==> src/rtl/dma_if_pkg.sv <==
// ---------------------------------------------------------------------------
// dma_if_pkg
// Shared definitions for the DMA write-descriptor scheduler.
//   STATUS_ERR_W : width of each port's completion status error code
//   port_state_e : per-port admit state (RUN admits descriptors, DRAIN waits
//                  for in-flight descriptors to complete, DRAINED is quiesced)
// ---------------------------------------------------------------------------
package dma_if_pkg;

   localparam int STATUS_ERR_W = 4;

   typedef enum logic [1:0] {
      RUN     = 2'd0,
      DRAIN   = 2'd1,
      DRAINED = 2'd2
   } port_state_e;

endpackage

==> src/rtl/dma_if_wr_sched_if.sv <==
// ---------------------------------------------------------------------------
// dma_if_wr_sched_if
// Descriptor handshake and completion status bundle for the write-descriptor
// scheduler. One bit (or one STATUS_ERR_W field) per requester port.
//   s_desc_valid / s_desc_ready : requester side handshake
//   m_desc_valid / m_desc_ready : handshake toward the write-descriptor mux
//   status_valid / status_error : per-port completion status from the mux
// Modports:
//   master : the environment (requesters, mux) driving the scheduler
//   slave  : the scheduler itself
// ---------------------------------------------------------------------------
interface dma_if_wr_sched_if
   import dma_if_pkg::*;
#(
   parameter int PORTS = 2
);

   logic [PORTS-1:0]              s_desc_valid;
   logic [PORTS-1:0]              s_desc_ready;
   logic [PORTS-1:0]              m_desc_valid;
   logic [PORTS-1:0]              m_desc_ready;
   logic [PORTS-1:0]              status_valid;
   logic [PORTS*STATUS_ERR_W-1:0] status_error;

   modport master (
      output s_desc_valid,
      output m_desc_ready,
      output status_valid,
      output status_error,
      input  s_desc_ready,
      input  m_desc_valid
   );

   modport slave (
      input  s_desc_valid,
      input  m_desc_ready,
      input  status_valid,
      input  status_error,
      output s_desc_ready,
      output m_desc_valid
   );

endinterface

==> src/rtl/dma_if_wr_sched_port.sv <==
// ---------------------------------------------------------------------------
// dma_if_wr_sched_port
// Admission control and in-flight accounting for a single requester port.
// Ports:
//   clk, rst_n      : clock, synchronous active-low reset
//   s_desc_valid    : requester descriptor valid
//   s_desc_ready    : requester descriptor ready (m_desc_ready gated by admit)
//   m_desc_valid    : valid toward the mux (s_desc_valid gated by admit)
//   m_desc_ready    : ready from the mux
//   status_valid    : completion for one in-flight descriptor
//   status_error    : completion error code, nonzero means error
//   port_enable     : static admit enable
//   drain_req       : request to stop admitting and wait for completions
//   flag_clear      : clears the sticky flags (a same-cycle set wins)
//   drained         : drain requested and nothing left in flight
//   outstanding     : in-flight descriptor count
//   err_flag        : sticky, a nonzero status_error was seen
//   underflow_flag  : sticky, a completion arrived with nothing in flight
//   timeout_flag    : sticky watchdog expiry
// Build option: DMA_IF_WR_SCHED_TIMEOUT_EN adds the completion watchdog;
// without it timeout_flag is constant 0 and TIMEOUT_CYCLES is ignored.
// ---------------------------------------------------------------------------
module dma_if_wr_sched_port
   import dma_if_pkg::*;
#(
   parameter int  MAX_OUTSTANDING = 16,
   parameter int  TIMEOUT_CYCLES  = 65535,
   localparam int CNT_WIDTH       = $clog2(MAX_OUTSTANDING + 1)
) (
   input  logic                    clk,
   input  logic                    rst_n,
   input  logic                    s_desc_valid,
   output logic                    s_desc_ready,
   output logic                    m_desc_valid,
   input  logic                    m_desc_ready,
   input  logic                    status_valid,
   input  logic [STATUS_ERR_W-1:0] status_error,
   input  logic                    port_enable,
   input  logic                    drain_req,
   input  logic                    flag_clear,
   output logic                    drained,
   output logic [CNT_WIDTH-1:0]    outstanding,
   output logic                    err_flag,
   output logic                    underflow_flag,
   output logic                    timeout_flag
);

   localparam logic [CNT_WIDTH-1:0] CNT_MAX = CNT_WIDTH'(MAX_OUTSTANDING);

   port_state_e          state;
   port_state_e          state_next;
   logic [CNT_WIDTH-1:0] count;
   logic                 allow;
   logic                 issue;
   logic                 cnt_zero;
   logic                 err_r;
   logic                 unf_r;

   assign cnt_zero = (count == '0);

   // Admit state register.
   always_ff @(posedge clk) begin
      if (!rst_n) begin
         state <= RUN;
      end else begin
         state <= state_next;
      end
   end

   // Next state and admit decision. allow depends only on registered state
   // and static inputs, so there is no path from m_desc_ready back into it.
   // A port that is already empty still passes through DRAIN for one cycle.
   always_comb begin
      state_next = state;
      allow      = 1'b0;
      drained    = 1'b0;
      case (state)
         RUN: begin
            allow = port_enable && (count < CNT_MAX);
            if (drain_req) begin
               state_next = DRAIN;
            end
         end
         DRAIN: begin
            if (!drain_req) begin
               state_next = RUN;
            end else if (cnt_zero) begin
               state_next = DRAINED;
            end
         end
         DRAINED: begin
            drained = 1'b1;
            if (!drain_req) begin
               state_next = RUN;
            end
         end
         default: begin
            state_next = RUN;
         end
      endcase
   end

   assign m_desc_valid = s_desc_valid & allow;
   assign s_desc_ready = m_desc_ready & allow;
   assign issue        = m_desc_valid & m_desc_ready;

   // In-flight count. An issue and a completion in the same cycle cancel.
   // A completion with nothing in flight leaves the count at zero.
   always_ff @(posedge clk) begin
      if (!rst_n) begin
         count <= '0;
      end else if (issue && !status_valid) begin
         count <= count + CNT_WIDTH'(1);
      end else if (status_valid && !issue && !cnt_zero) begin
         count <= count - CNT_WIDTH'(1);
      end
   end

   // Sticky flags: a set in the same cycle as flag_clear wins.
   always_ff @(posedge clk) begin
      if (!rst_n) begin
         err_r <= 1'b0;
         unf_r <= 1'b0;
      end else begin
         err_r <= (status_valid && (status_error != '0)) || (err_r && !flag_clear);
         unf_r <= (status_valid && !issue && cnt_zero) || (unf_r && !flag_clear);
      end
   end

   assign outstanding    = count;
   assign err_flag       = err_r;
   assign underflow_flag = unf_r;

`ifdef DMA_IF_WR_SCHED_TIMEOUT_EN
   localparam int WD_WIDTH = $clog2(TIMEOUT_CYCLES + 1);
   localparam logic [WD_WIDTH-1:0] WD_LIMIT = WD_WIDTH'(TIMEOUT_CYCLES);

   logic [WD_WIDTH-1:0] wd_count;
   logic                to_r;

   // Watchdog: counts cycles with work in flight and no completion, restarts
   // on any completion or when the port is empty, and saturates at the limit.
   // The flag is raised on the cycle the counter reaches the limit.
   always_ff @(posedge clk) begin
      if (!rst_n) begin
         wd_count <= '0;
         to_r     <= 1'b0;
      end else begin
         if (status_valid || cnt_zero) begin
            wd_count <= '0;
         end else if (wd_count != WD_LIMIT) begin
            wd_count <= wd_count + WD_WIDTH'(1);
         end
         to_r <= (!status_valid && !cnt_zero && (wd_count == WD_LIMIT - WD_WIDTH'(1)))
                 || (to_r && !flag_clear);
      end
   end

   assign timeout_flag = to_r;
`else
   assign timeout_flag = 1'b0;
`endif

endmodule

==> src/rtl/dma_if_wr_sched.sv <==
// ---------------------------------------------------------------------------
// dma_if_wr_sched
// Write-descriptor scheduler: limits the number of in-flight descriptors per
// requester port, supports per-port drain/quiesce, and records sticky error,
// underflow and (optionally) watchdog flags.
// Ports:
//   clk, rst_n     : clock, synchronous active-low reset
//   bus            : descriptor handshakes and completion status (slave side)
//   port_enable    : per-port static admit enable
//   drain_req      : per-port quiesce request
//   flag_clear     : per-port sticky flag clear
//   drained        : per-port quiesced indication
//   outstanding    : per-port in-flight count, CNT_WIDTH bits each
//   err_flag       : per-port sticky error flag
//   underflow_flag : per-port sticky underflow flag
//   timeout_flag   : per-port sticky watchdog flag
// Build option: define DMA_IF_WR_SCHED_TIMEOUT_EN to enable the watchdog
// (limit TIMEOUT_CYCLES); otherwise timeout_flag is tied to 0.
// ---------------------------------------------------------------------------
module dma_if_wr_sched
   import dma_if_pkg::*;
#(
   parameter int  PORTS           = 2,
   parameter int  MAX_OUTSTANDING = 16,
   parameter int  TIMEOUT_CYCLES  = 65535,
   localparam int CNT_WIDTH       = $clog2(MAX_OUTSTANDING + 1)
) (
   input  logic                       clk,
   input  logic                       rst_n,
   dma_if_wr_sched_if.slave           bus,
   input  logic [PORTS-1:0]           port_enable,
   input  logic [PORTS-1:0]           drain_req,
   input  logic [PORTS-1:0]           flag_clear,
   output logic [PORTS-1:0]           drained,
   output logic [PORTS*CNT_WIDTH-1:0] outstanding,
   output logic [PORTS-1:0]           err_flag,
   output logic [PORTS-1:0]           underflow_flag,
   output logic [PORTS-1:0]           timeout_flag
);

   // Ports are fully independent; each gets its own accounting slice.
   for (genvar i = 0; i < PORTS; i++) begin : g_port
      dma_if_wr_sched_port #(
         .MAX_OUTSTANDING (MAX_OUTSTANDING),
         .TIMEOUT_CYCLES  (TIMEOUT_CYCLES)
      ) u_port (
         .clk            (clk),
         .rst_n          (rst_n),
         .s_desc_valid   (bus.s_desc_valid[i]),
         .s_desc_ready   (bus.s_desc_ready[i]),
         .m_desc_valid   (bus.m_desc_valid[i]),
         .m_desc_ready   (bus.m_desc_ready[i]),
         .status_valid   (bus.status_valid[i]),
         .status_error   (bus.status_error[i*STATUS_ERR_W +: STATUS_ERR_W]),
         .port_enable    (port_enable[i]),
         .drain_req      (drain_req[i]),
         .flag_clear     (flag_clear[i]),
         .drained        (drained[i]),
         .outstanding    (outstanding[i*CNT_WIDTH +: CNT_WIDTH]),
         .err_flag       (err_flag[i]),
         .underflow_flag (underflow_flag[i]),
         .timeout_flag   (timeout_flag[i])
      );
   end

endmodule

==> src/flat_wrapper.sv <==
// flat-port wrapper written by rule: the top's interface ports become plain ports
module dma_if_wr_sched_flat import dma_if_pkg::*;
#(
   parameter int  PORTS           = 2,
   parameter int  MAX_OUTSTANDING = 16,
   parameter int  TIMEOUT_CYCLES  = 65535,
   localparam int CNT_WIDTH       = $clog2(MAX_OUTSTANDING + 1)
)
  (clk, rst_n, port_enable, drain_req, flag_clear, drained, outstanding, err_flag, underflow_flag, timeout_flag, bus_s_desc_valid, bus_m_desc_ready, bus_status_valid, bus_status_error, bus_s_desc_ready, bus_m_desc_valid);
  dma_if_wr_sched_if #(.PORTS(PORTS)) bus_i ();
  input  logic clk;
  input  logic rst_n;
  input  logic [PORTS-1:0] port_enable;
  input  logic [PORTS-1:0] drain_req;
  input  logic [PORTS-1:0] flag_clear;
  output logic [PORTS-1:0] drained;
  output logic [PORTS*CNT_WIDTH-1:0] outstanding;
  output logic [PORTS-1:0] err_flag;
  output logic [PORTS-1:0] underflow_flag;
  output logic [PORTS-1:0] timeout_flag;
  input wire logic [$bits(bus_i.s_desc_valid)-1:0] bus_s_desc_valid;
  input wire logic [$bits(bus_i.m_desc_ready)-1:0] bus_m_desc_ready;
  input wire logic [$bits(bus_i.status_valid)-1:0] bus_status_valid;
  input wire logic [$bits(bus_i.status_error)-1:0] bus_status_error;
  output wire logic [$bits(bus_i.s_desc_ready)-1:0] bus_s_desc_ready;
  output wire logic [$bits(bus_i.m_desc_valid)-1:0] bus_m_desc_valid;
  assign bus_i.s_desc_valid = bus_s_desc_valid;
  assign bus_i.m_desc_ready = bus_m_desc_ready;
  assign bus_i.status_valid = bus_status_valid;
  assign bus_i.status_error = bus_status_error;
  assign bus_s_desc_ready = bus_i.s_desc_ready;
  assign bus_m_desc_valid = bus_i.m_desc_valid;
  dma_if_wr_sched #(.PORTS(PORTS), .MAX_OUTSTANDING(MAX_OUTSTANDING), .TIMEOUT_CYCLES(TIMEOUT_CYCLES)) u_core (.clk(clk), .rst_n(rst_n), .bus(bus_i), .port_enable(port_enable), .drain_req(drain_req), .flag_clear(flag_clear), .drained(drained), .outstanding(outstanding), .err_flag(err_flag), .underflow_flag(underflow_flag), .timeout_flag(timeout_flag));
endmodule
==> config.mk <==
export PLATFORM = sky130hd
export DESIGN_NAME = dma_if_wr_sched_flat
export DESIGN_NICKNAME = d
export VERILOG_FILES = /design/src/rtl/dma_if_pkg.sv /design/src/rtl/dma_if_wr_sched_if.sv /design/src/rtl/dma_if_wr_sched_port.sv /design/src/rtl/dma_if_wr_sched.sv /design/src/flat_wrapper.sv
export SDC_FILE = /design/constraint.sdc
export NUM_CORES = 1
export LEC_CHECK = 0
export CORE_UTILIZATION = 55
export CTS_CLUSTER_SIZE = 16
export DETAILED_ROUTE_END_ITERATION = 10
export DONT_BUFFER_PORTS = 1
export PLACE_DENSITY = 0.69
export SLEW_MARGIN = 10
export SYNTH_ARGS = -nofsm -noshare
export SYNTH_HDL_FRONTEND = slang
export SYNTH_SLANG_ARGS = --single-unit
export TNS_END_PERCENT = 100
==> constraint.sdc <==
create_clock -name clk -period 4.3 [get_ports clk]
set_input_delay 0.215 -clock clk [delete_from_list [all_inputs] [get_ports clk]]
set_output_delay 0.215 -clock clk [all_outputs]
set_load 0.005 [all_outputs]
# Word level (Yosys, flattened, before mapping)
# Index checks and enable logic that the tools add are counted.
# Widths: inputs -> output; s select.
dict set report op_classes {
  n_addsub 4
  magnitude_cmp 2
  eq_ne 10
  muxes 18
  n_bitwise 6
  reduce_logical 38
}
# op count
set op_table {}
lappend op_table {{$mux 5} 4}
lappend op_table {{$logic_and 1x1->1} 16}
lappend op_table {{$mux 2} 8}
lappend op_table {{$pmux 2 s3} 2}
lappend op_table {{$add 5x1->5 const B} 2}
lappend op_table {{$logic_not 5->1} 2}
lappend op_table {{$lt 5x5->1 const B} 2}
lappend op_table {{$sub 5x1->5 const B} 2}
lappend op_table {{$logic_not 1->1} 8}
lappend op_table {{$ne 2x2->1 const B} 4}
lappend op_table {{$reduce_bool 4->1} 2}
lappend op_table {{$and 1x1->1} 6}
lappend op_table {{$ne 3x3->1 const B} 2}
lappend op_table {{$reduce_and 3->1} 2}
lappend op_table {{$eq 2x1->1 const B} 2}
lappend op_table {{$eq 2x2->1 const B} 2}
lappend op_table {{$logic_not 2->1} 2}
lappend op_table {{$logic_or 1x1->1} 4}
lappend op_table {{$mux 1} 4}
lappend op_table {{$reduce_bool 2->1} 2}
dict set report word_totals {
  ff_bits 18
  in_bits 22
  wordCells 86
}

# Logic depth before layout (Yosys ltp)
dict set report depth {
  word_depth 10
  mapped_depth 9
  mapped_depth_nobuf 9
}

# Hierarchy
# A second synthesis with hierarchy kept.
dict set report hier_totals {
  hier_cells 140
  hier_area_um2 1213.7
}
# module n_inst cells_per_inst area_per_inst_um2 seq_area_each_um2
set by_module_without_submodules {}
lappend by_module_without_submodules {dma_if_wr_sched_port 2 70 606.8 180.2}

# Worst setup path after synthesis
# No wires, ideal clock.
dict set report synth_timing {
  path_type {register to register}
  from {reg u_core.g_port[0].u_port.count[4]}
  to {reg u_core.g_port[0].u_port.count[4]}
  arrival_time_ps 2086
  required_ps 4228
  path_slack_ps 2143
  path_stages_with_launch 9
  period_less_slack_ps 2157
  path_cell_list {dfxtp_1 nand4bb_1 or3_4 fa_1 a21o_1 a21oi_1 o21ai_1 o22ai_1 mux2i_1}
}
dict set report synth_between {
  elab_chain_len 9
}
# item line
set synth_rtl {}
lappend synth_rtl {{start: declaration} dma_if_wr_sched_port.sv:52} ;# logic [CNT_WIDTH-1:0] count;
lappend synth_rtl {{start signal: assignment} dma_if_wr_sched_port.sv:113} ;# count <= count + CNT_WIDTH'(1);
lappend synth_rtl {{start signal: assignment} dma_if_wr_sched_port.sv:115} ;# count <= count - CNT_WIDTH'(1);
lappend synth_rtl {{$lt 5x5->1} dma_if_wr_sched_port.sv:79} ;# allow = port_enable && (count < CNT_MAX);
lappend synth_rtl {{$logic_and 1x1->1} dma_if_wr_sched_port.sv:79}
lappend synth_rtl {{$mux 1} dma_if_wr_sched_port.sv:77} ;# case (state)
lappend synth_rtl {{$and 1x1->1} dma_if_wr_sched_port.sv:103} ;# assign m_desc_valid = s_desc_valid & allow;
lappend synth_rtl {{$and 1x1->1} dma_if_wr_sched_port.sv:105} ;# assign issue = m_desc_valid & m_desc_ready;
lappend synth_rtl {{$logic_not 1->1} dma_if_wr_sched_port.sv:114} ;# end else if (status_valid && !issue && !cnt_zero) begin
lappend synth_rtl {{$logic_and 1x1->1 (2 in a row)} dma_if_wr_sched_port.sv:114}
lappend synth_rtl {{$reduce_bool 2->1 (no source line)} -}
# Parallel ways exist; a longest one is shown, timed or not. The select of a mux whose other input is x is not followed.
# A chain may end at the register's enable or synchronous reset.

# Worst setup path in the final report
# Same ends and word-level chain as after synthesis.

==> impl_summary.txt <==
----------------------------------------------------
[Run status]
  Status ... completed

[Floorplanning]
  Initial core utilization ... 0.600
  Total Die Area ... 0.00240 mm^2
  Die span in y ... just under 50 um
  Core ar. ... about 0.002 mm^2
  Number of standard-cell rows in the floorplan ... 16
  Number of top-level design ports ... 44
  Width of the die ... between 40 and 50 um

[Clock network]
  Number of buffers inserted by post-CTS setup repair ... 0
  Clock tree root buffer cell ... clkbuf_4
  Longest Clk Path Bufs ... 2
  CTS sink count ... 18
  H-tree level count ... 1
  Clock tree from TritonCTS ... yes
  Number of hold-repair buffers added at the cts stage ... 0
  Post_cts resized ... 0
  Post-CTS clock slew at the launch and capture registers of the worst setup and hold paths ... 0.10 ns
  Number of buffers created by CTS ... 3
  Clk_lat worst skew ... 0.29 ns

[Drt]
  Vias per cell ... between 5 and 6
  TritonRoute pass-1 iters ... 4
  DR WL/cell ... between 10 and 15 um
  Residual DRC ... 0
  Violation count after the first detailed-routing iteration ... 4
  Detail Route Antenna Nets ... 0
  Routed wire length ... ~2100 um
  Overall via count from detail_route ... 841

[Global route]
  Wire length of the first global-routing pass ... about 3600 um
  GRT Residual Overflow ... 0
  Number of antenna violations at the first check in global routing ... 0
  Vias in the first global route ... 832
  Largest net degree at the start of global routing ... 25
  Overall track demand over capacity in global routing ... 0.193

[Power and ir drop]
  Switching power ... approximately 290 uW
  Sequential share of power ... 0.380
  Worst IR drop on VDD ... roughly 310 uV
  Switching fraction of total power ... 0.395
  Clock Power Share ... 0.114
  Internal Pwr Total ... 438 uW
  Power density over the cells ... between 600 and 700 mW/mm^2
  Static leakage ... between 0.0004 and 0.0005 uW
  PnR Total Power ... ~720 uW
  Logic gate share of total power ... 0.506

[Cells and area]
  Commonest cells after routing, fill and taps aside ... dfxtp_1, nand2_1, inv_1, and2_1, ha_1
  Final instance area ... 0.00118 mm^2
  Area growth from synthesis to layout ... -3.09%
  Count of inserted antenna diode cells ... 0
  Most frequent standard cell in the layout excluding fill and tap cells ... dfxtp_1
  Final-stage net count ... ~150
  Proportion of layout cells with a drive suffix above 1 ... 0.128

[Timing]
  Worst Clk Skew ... about 0.0033 ns
  RSZ-0062 raised after global routing ... no
  Period Utilization, post-route ... 0.559
  Number of slew-limit violations in the final report ... 0
  TNS Setup ... 0 ns
  Final hold violation count ... 0
  Maximum frequency from static timing analysis ... between 400 and 500 MHz
  Hold Slack ... between 0.04 and 0.05 ns
  Clock period minus final worst setup slack ... 2.40 ns
  Final Setup Violations ... 0
  Setup slack after layout ... roughly 1.9 ns

[Logic synthesis]
  Leading area contributor after synthesis ... dfxtp_1
  Post-synthesis instance total ... roughly 130
  Syn avg cell area ... 9.56 um^2
  Share of Yosys cell area claimed by the top area cell type ... 0.297
  Biggest area contributors in the synthesized netlist ... dfxtp_1, buf_4, ha_1
  Number of distinct library cells after synthesis ... 40
  Cell area after technology mapping ... ~0.0012 mm^2
  Synth Register Bits ... 18
  Share of synthesized area occupied by flip-flops and latches ... 0.297
  Syn. warnings ... 0

[Placement]
  Placer congestion estimate ... about 0.74
  Place WS ... 1.91 ns
  Estimated wirelength of the detail-placed design ... roughly 1700 um
  IO Port Bufs ... 0
  Cell area after placement ... ~0.0012 mm^2

[Worst hold path]
  Class of the tightest hold or removal check ... in -> reg

[Worst setup path]
  Highest net fanout along the worst path ... 7
  Crit Path Category ... reg -> reg
  Critical path data required time ... ~4.5 ns
  Sort of element at the start of the critical path ... register
  Endpoint kind of the worst setup timing path ... register
  Worst EP arrival ... 2.63 ns

[Run]
  # Max-Cap Violations ... 0

----------------------------------------------------
## sequential cells by signal, indices dropped and copies added (netlist names)
register / cells
u_core.g_port.u_port.outstanding: 10
u_core.g_port.u_port.state: 4
u_core.g_port.u_port.err_flag: 2
u_core.g_port.u_port.underflow_flag: 2
## metal layers
metal	wire, um	share of wire	GRT usage	vias to the layer above
li1	-	-	-	417
met4	15	0.0070	0.0882	0
met1	897	0.42	0.205	389
met3	154	0.072	0.0498	2
met2	1080	0.50	0.354	33
met5	0	0	0	-
## logic make-up after synthesis
family | Yosys count | share of synthesized area
AND/OR/NAND/NOR | 44 | 0.264
other | 1 | 0.00309
adder cells (fa/ha/maj) | 8 | 0.0948
multiplexers | 5 | 0.0515
XOR/XNOR | 6 | 0.0433
buffers and inverters | 21 | 0.102
AO/OA/AOI/OAI | 24 | 0.144
flip-flops | 18 | 0.297
## worst max-delay path: stages, from the launching register on
cell,delay [ns]
dfxtp_1,0.38
nand4bb_1,0.25
or3_4,0.42
fa_1,0.44
a21o_1,0.20
a21oi_1,0.21
o21ai_1,0.10
o22ai_1,0.16
mux2i_1,0.19
## area by class of cell
type,count,area (um^2)
clock buffers,3,22.5
fillers,196,846
inverters,7,26.3
multi-input cells,89,733
flip-flops and latches,18,360
well taps,27,33.8
## cell usage after synthesis
cell type,count
a21oi_1,4
o32ai_1,2
nand4_1,2
o21ai_2,1
o21ai_1,4
nor2_4,2
nor4b_1,1
o21ai_4,1
nor2_1,2
mux2i_4,1
ha_1,6
and4b_1,2
nand4_4,1
conb_1,1
a21boi_1,2
buf_4,12
nand4bb_1,1
a21o_1,4
nand3_1,3
a31o_2,1
nor4b_4,1
xnor2_1,4
inv_2,1
mux2i_1,4
nand3b_1,1
and3_1,2
or3_4,1
inv_1,6
nand2b_1,5
nand2_1,8
clkbuf_1,2
or4_4,2
o21bai_1,2
xor2_1,2
o22ai_1,1
and2_1,6
fa_1,2
o41ai_1,2
nor2b_1,4
dfxtp_1,18
## per-stage QoR
step / util / std cells
after floorplan: - / 128
after global placement: 0.571 / 141
after detailed placement: 0.571 / 141
after CTS: 0.582 / 144
after global routing: 0.582 / 144
final: 0.582 / 144
## power groups by stage
stage	Clock, uW	Combinational [uW]	Sequential (uW)
final	82.9	366	275
after global routing	92.2	412	285
after CTS	87.4	372	277
after detailed placement	0	371	281
after global placement	0	357	279
after floorplan	0	346	262
## final timing paths
check,slack (ns),end,from,depth (start not counted)
max,1.90,u_core.g_port[0].u_port.outstanding[4],u_core.g_port[0].u_port.outstanding[4],8
min,0.04,u_core.g_port[0].u_port.underflow_flag,rst_n,1
max reg2reg,1.90,u_core.g_port[0].u_port.outstanding[4],u_core.g_port[0].u_port.outstanding[4],8
min reg2reg,0.50,u_core.g_port[0].u_port.err_flag,u_core.g_port[0].u_port.err_flag,2
No activity file was read; power rests on OpenSTA's default activity.
